[src/rtl/uart_pkg.sv]
// Shared types and default constants for the UART transmit slice.
// Imported by the baud generator and the transmitter top.
package uart_pkg;

    typedef enum logic [1:0] {
        IDLE,
        START,
        DATA,
        STOP
    } tx_state_t;

    localparam int UART_COUNT   = 2608;
    localparam int UART_DBIT    = 8;
    localparam int UART_SB_TICK = 16;
    localparam int UART_OVS     = 16;

endpackage

[src/rtl/uart_baud_gen.sv]
// Free-running divider producing a one-clock tick every COUNT clocks.
// The tick is decoded from the counter, so it is high while counter == COUNT-1.
module uart_baud_gen
    import uart_pkg::*;
#(
    parameter int COUNT = UART_COUNT
) (
    input  logic clock,
    input  logic reset,
    output logic baud_tick
);

    localparam int CW = (COUNT > 1) ? $clog2(COUNT) : 1;
    localparam logic [CW-1:0] LAST = CW'(COUNT - 1);

    logic [CW-1:0] cnt;

    always_ff @(posedge clock or negedge reset) begin
        if (!reset) begin
            cnt <= '0;
        end else if (cnt == LAST) begin
            cnt <= '0;
        end else begin
            cnt <= cnt + 1'b1;
        end
    end

    assign baud_tick = (cnt == LAST);

endmodule

[src/rtl/uart_tx_unit.sv]
// 8N1 UART transmitter: baud divider plus start/data/stop serialiser.
// tx and tx_done are registered so the line never glitches.
module uart_tx_unit
    import uart_pkg::*;
#(
    parameter int COUNT   = UART_COUNT,
    parameter int DBIT    = UART_DBIT,
    parameter int SB_TICK = UART_SB_TICK,
    parameter int OVS     = UART_OVS
) (
    input  logic            clock,
    input  logic            reset,
    input  logic            tx_start,
    input  logic [DBIT-1:0] data_in,
    output logic            tx,
    output logic            tx_done,
    output logic            baud_tick
);

    localparam int S_MAX = (OVS > SB_TICK) ? OVS : SB_TICK;
    localparam int S_W   = $clog2(S_MAX);
    localparam int N_W   = (DBIT > 1) ? $clog2(DBIT) : 1;

    localparam logic [S_W-1:0] OVS_LAST = S_W'(OVS - 1);
    localparam logic [S_W-1:0] SB_LAST  = S_W'(SB_TICK - 1);
    localparam logic [N_W-1:0] N_LAST   = N_W'(DBIT - 1);

    tx_state_t       state;
    logic [S_W-1:0]  s;
    logic [N_W-1:0]  n;
    logic [DBIT-1:0] b;

    uart_baud_gen #(
        .COUNT (COUNT)
    ) u_baud (
        .clock     (clock),
        .reset     (reset),
        .baud_tick (baud_tick)
    );

    always_ff @(posedge clock or negedge reset) begin
        if (!reset) begin
            state   <= IDLE;
            s       <= '0;
            n       <= '0;
            b       <= '0;
            tx      <= 1'b1;
            tx_done <= 1'b0;
        end else begin
            tx_done <= 1'b0;
            unique case (state)
                IDLE: begin
                    tx <= 1'b1;
                    if (tx_start) begin
                        b     <= data_in;
                        s     <= '0;
                        tx    <= 1'b0;
                        state <= START;
                    end
                end
                START: begin
                    if (baud_tick) begin
                        if (s == OVS_LAST) begin
                            s     <= '0;
                            n     <= '0;
                            tx    <= b[0];
                            state <= DATA;
                        end else begin
                            s <= s + 1'b1;
                        end
                    end
                end
                DATA: begin
                    if (baud_tick) begin
                        if (s == OVS_LAST) begin
                            s <= '0;
                            b <= b >> 1;
                            // Next line value is the bit about to reach b[0]
                            if (n == N_LAST) begin
                                tx    <= 1'b1;
                                state <= STOP;
                            end else begin
                                n  <= n + 1'b1;
                                tx <= b[1];
                            end
                        end else begin
                            s <= s + 1'b1;
                        end
                    end
                end
                STOP: begin
                    if (baud_tick) begin
                        if (s == SB_LAST) begin
                            s       <= '0;
                            tx_done <= 1'b1;
                            state   <= IDLE;
                        end else begin
                            s <= s + 1'b1;
                        end
                    end
                end
                default: state <= IDLE;
            endcase
        end
    end

endmodule

[config.mk]
export PLATFORM = sky130hd
export DESIGN_NAME = uart_tx_unit
export DESIGN_NICKNAME = d
export VERILOG_FILES = /design/src/rtl/uart_pkg.sv /design/src/rtl/uart_baud_gen.sv /design/src/rtl/uart_tx_unit.sv
export SDC_FILE = /design/constraint.sdc
export NUM_CORES = 1
export LEC_CHECK = 0
export CORE_MARGIN = 2
export CORE_UTILIZATION = 51
export CTS_BUF_LIST = sky130_fd_sc_hd__clkbuf_16
export DETAILED_ROUTE_END_ITERATION = 7
export HOLD_SLACK_MARGIN = 0.03
export PLACE_DENSITY = 0.74
export RECOVER_POWER = 100
export SETUP_SLACK_MARGIN = 0.02
export SLEW_MARGIN = 0
export SYNTH_ARGS = -nofsm -noshare
export SYNTH_HDL_FRONTEND = slang
export SYNTH_SLANG_ARGS = --single-unit
[constraint.sdc]
create_clock -name clock -period 1.72 [get_ports clock]
set_input_delay 0.344 -clock clock [delete_from_list [all_inputs] [get_ports clock]]
set_output_delay 0.344 -clock clock [all_outputs]
set_load 0.01 [all_outputs]
# [Word-level counts from Yosys, hierarchy flattened]
# Index checks and enable logic that the tools add are counted.
[word_totals] ff_bits=31 inputBits=11 out_inout_bits=3 elab_cells=70
[op_classes] n_addsub=3 n_eq_ne=16 mux=34 reduce_logical=10
[ops] operator="$mux W8" count=3
[ops] operator="$ne A2 B2 Y1 const B" count=9
[ops] operator="$mux W2" count=8
[ops] operator="$pmux W8 S2" count=1
[ops] operator="$mux W3" count=5
[ops] operator="$add A12 B1 Y12 const B" count=1
[ops] operator="$eq A12 B12 Y1 const B" count=1
[ops] operator="$mux W12" count=1
[ops] operator="$mux W4" count=3
[ops] operator="$mux W1" count=9
[ops] operator="$pmux W2 S4" count=1
[ops] operator="$pmux W4 S2" count=1
[ops] operator="$reduce_and A8 Y1" count=1
[ops] operator="$pmux W3 S2" count=1
[ops] operator="$reduce_and A6 Y1" count=1
[ops] operator="$reduce_and A5 Y1" count=1
[ops] operator="$add A4 B1 Y4 const B" count=1
[ops] operator="$eq A2 B2 Y1 const B" count=2
[ops] operator="$eq A4 B4 Y1 const B" count=1
[ops] operator="$reduce_and A4 Y1" count=1
[ops] operator="$reduce_bool A2 Y1" count=2
[ops] operator="$add A3 B1 Y3 const B" count=1
[ops] operator="$eq A3 B3 Y1 const B" count=1
[ops] operator="$pmux W1 S3" count=1
[ops] operator="6 further kinds" count=6

# [Depth between registers and ports, before layout]
[logic_depth] depth_word=5 mapped_depth=7 ltp_nobuf=6

# [Modules after synthesis]
# Synthesis repeated with hierarchy kept, for this count alone.
[hier_totals] hier_cells=162 area_unflattened_um2=1691.6
[modules_own_cells] mod="uart_tx_unit" instances=1 cells_each=110 area_each_um2=1126.1
[modules_own_cells] mod="uart_baud_gen" instances=1 cells_each=52 area_each_um2=565.5

# [Worst setup path before layout]
# OpenSTA, ideal clock, no wires.
[synth_timing] kind="flip-flop to flip-flop" startpoint="reg state[0]" endpoint="reg state[1]" setup_time_ns=0.128 arrival_time_ns=1.644 path_slack_ns=-0.052 path_stages_with_launch=8 path_buffers=1 period_less_slack_ns=1.772 cell_sequence="dfrtp_1 inv_1 ha_1 clkbuf_1 nor2_1 nand2_1 a221oi_2 mux2_1"
[synth_between] elab_chain_cells=3
[synth_rtl] item="from (decl)" line="uart_tx_unit.sv:28" text="tx_state_t state;"
[synth_rtl] item="from (signal assigned)" line="uart_tx_unit.sv:43" text="state <= IDLE;"
[synth_rtl] item="from (signal assigned)" line="uart_tx_unit.sv:58" text="state <= START;"
[synth_rtl] item="from (signal assigned)" line="uart_tx_unit.sv:67" text="state <= DATA;"
[synth_rtl] item="$eq A2 B2 Y1 (tied with other cells)" line="uart_tx_unit.sv:51" text="unique case (state)"
[synth_rtl] item="$ne A2 B2 Y1 (no source line)"
[synth_rtl] item="$reduce_and A8 Y1 (no source line)"
# Parallel ways exist; a longest one is shown, timed or not.
# A chain may end at the register's enable or synchronous reset.

# [Final worst setup path]
[layout_timing] startpoint="reg u_baud.cnt[0]" endpoint="out baud_tick"
[layout_between] elab_chain_cells=1
[layout_rtl] item="from (decl)" line="uart_baud_gen.sv:16" text="logic [CW-1:0] cnt;"
[layout_rtl] item="from (signal assigned)" line="uart_baud_gen.sv:24" text="cnt <= cnt + 1'b1;"
[layout_rtl] item="$eq A12 B12 Y1" line="uart_baud_gen.sv:28" text="assign baud_tick = (cnt == LAST);"
[layout_rtl] item="to (decl)" line="uart_tx_unit.sv:17" text="output logic baud_tick"
# Every way passes these cells.

==> reports/qor.yml <==
worst_setup_path:
  crit_chain: "ha_2 > and4_4 > buf_12 > nand3_4 > inv_2 > buf_6"
  path_class: "register to primary output"
  cpPeakStageDelay_ps: 360
  path_max_fanout: 3
  critical_path_required_ps: 1380
  worst_ep_arrival_time_ps: 1420
  critPathSlowestCell: "dfrtp_1"
  cp-start-kind: "register"
  end_kind: "primary output"
die:
  start_util_pct: 52.00
  dieArea_mm2: 0.003828
  ios: 14
  coreArea_mm2: 0.003284
  die_y_um: 61.87
  die_x_um: 61.87
  num_rows: 21
sta:
  maxSlewHeadroom_pct: 48.80
  hold_ws_ps: 468.0
  max_freq_mhz: 566.0
  setup_viol: 6
  worst_pin_slew_ps: 768.0
  hold_violations: 0
  grt_setup_unrepaired: "true"
  slew_viol_final: 0
  fin_skew_ps: 2.870
  finalCriticalPeriod_ps: 1767
  period_share_pct: 102.7
  worst_slack_ps: -46.92
min_path:
  hold_path_class: "register to register"
pwr:
  cellLeakagePower_nw: 1.096
  irDropWorstVdd_mv: 1.008
  pwr_density_cell_mw_per_mm2: 1371
detailed_routing:
  vias: 1465
  routedLengthMet1_um: 1625
  first_iter_violations: 117
  wl_met3_um: 162
  dr.pass1.iters: 6
  ant_nets: 0
  wirelength_um: 3918
  met2WireLength_um: 2082
  highest_layer: "met4"
  routed_via_density: 5.592
  drc: 0
  wl_per_cell_um: 14.95
placed_design:
  placed_area_mm2: 0.002063
  pre_cts_slack_ps: -151.1
  io_buffers: 13
  gp_congestion: 0.7568
  dpl.hpwl_um: 2634
clock_network:
  htreeDepth: 2
  clk_latency_ps: 270
  hold_buffers: 0
  clk_pin_slew_ps: 50
  cts_inserted_buffers: 5
  cts_root_buf: "clkbuf_16"
  cts_sinks: 31
  tritoncts: "built"
  clock_path_buffers: 2
finish:
  antenna_cells: 0
  fill_cells: 247
  fin_nets: 234
  fin_area_mm2: 0.002360
  area_growth_pct: 38.17
  drive_above_1_share_pct: 28.70
global_routing:
  grt_pass1_vias: 1405
  grt_overflow_total: 0
  antenna_found_initial: 0
  grt_pass1_wl_um: 6265
  grtUsageTotal_pct: 22.67
  grt_start_max_net_pins: 32
status:
  violations: "setup timing"
  status: "complete, but fails checks"
synthesis:
  synth_cells: 168
  synth_top_area_cell: "dfrtp_1"
  ys_seq_elements: 31
  yosys_warnings: 0
  synthTopCellsByArea: "dfrtp_1 (44%), ha_1 (5.9%), nand2_1 (5.1%), a222oi_1 (4.1%), and2_1 (3.3%)"
  synth.top_cell.area_share_pct: 43.96
  syn_nets: 187
  synth_seq_area_share_pct: 45.49
  synth.distinct_cells: 39
  syn_area_mm2: 0.001708
  synth-edff-count: 0
  avgSynthCellArea_um2: 10.17
  synthArstFlopShare_pct: 100.0
  synth_ff_type: "dfrtp_1"
flow_run:
  maxCapViolCount: 0
[cells in the mapped netlist, types with 2 or more instances]
master	n
clkbuf_1	4
o31ai_1	2
mux2i_1	4
a222oi_1	7
xnor2_1	5
nor2_1	10
a21o_1	2
nand2_1	23
and3_1	3
nand4_1	3
buf_6	2
nand3_1	10
or2_1	2
inv_1	5
ha_1	8
o21ai_0	5
nor2b_1	4
o21ai_1	7
dfrtp_1	30
o22ai_1	2
and2_1	9
xor2_1	4
[cells in the final DEF (no fill, tap or decap), types with 2 or more instances in the layout]
master           count
a21o_1               2
a222oi_1             7
and2_1               9
and3_1               3
buf_4               28
buf_6                4
clkbuf_16            5
clkdlybuf4s50_1     11
dfrtp_1             30
ha_1                 5
ha_2                 3
inv_1                5
mux2_4               2
mux2i_1              3
mux2i_4              2
nand2_1             23
nand3_1             10
nand4_1              3
nor2_1               8
nor2_2               2
nor2b_1              4
o21ai_0              2
o21ai_1              9
o31ai_1              2
xnor2_1              5
xor2_1               4
[final cells by class]
type	count	area [um2]	area share, %
multi-input cells	125	938.4	39.77
well taps	46	57.56	2.439
repair buffers	46	400.4	16.97
flip-flops and latches	31	777.0	32.93
clock buffers	5	125.1	5.302
inverters	6	22.52	0.9544
clock inverters	3	38.79	1.644
[registers in the layout, indices dropped and copies added (netlist names)]
register and count:
u_baud.cnt 12, b 8, s 4, n 3
state 2, tx 1, tx_done 1
[final timing paths]
path / start / endpoint / slack (ps) / cells past startpoint
worst max-delay path: u_baud.cnt[0] / baud_tick / -50 / 6
worst min-delay path: u_baud.cnt[11] / u_baud.cnt[11] / 470 / 1
worst max register to register: u_baud.cnt[0] / state[1] / -30 / 6
worst min register to register: u_baud.cnt[11] / u_baud.cnt[11] / 470 / 1
max in group asynchronous: reset / b[6] / 560 / 2
min in group asynchronous: reset / u_baud.cnt[3] / 670 / 2
[where the power goes]
part / internal, mW / total [mW] / leakage [nW] / switching, mW
logic: 0.637 / 1.23 / 0.621 / 0.597
clock network: 0.674 / 0.979 / 0.0812 / 0.305
registers: 0.896 / 1.02 / 0.393 / 0.125
total: 2.21 / 3.23 / 1.10 / 1.03
[critical path: cells and delay by family, from the launching register on]
family                     cells  cell delay, ps
DFF                            1             360
buffers and inverters          3             290
and+or+nand+nor                2             330
adders and majority gates      1             180
[timing repair]
item	4_1_cts	5_1_grt
pin swaps	4	8
setup endpoints to repair	16	15
resized for setup	13	13
setup buffers	0	6
[layer usage]
layer	GRT usage [%]	vias to the layer above
met5	0	-
met3	5.797	7
met1	26.72	727
li1	-	696
met2	39.70	35
met4	8.511	0
[cell families after synthesis]
group,synth area share (%)
simple gates,23.15
fa+ha+maj,5.861
flops,45.49
compound gates,12.89
mux,4.469
buf+inv,3.516
xor+xnor,4.615
[stage by stage]
step | power (mW) | utilization (%) | std cells | setup TNS (ps)
after floorplan | 1.723 | - | 168 | -191.8
after global placement | 1.999 | 62.82 | 248 | -666.2
after detailed placement | 2.063 | 62.82 | 248 | -1389
after CTS | 3.067 | 68.38 | 256 | -404.6
after global routing | 3.434 | 71.85 | 262 | -919.6
final | 3.235 | 71.85 | 262 | -114.1
Note: power is estimated with default switching activity, not from simulation.
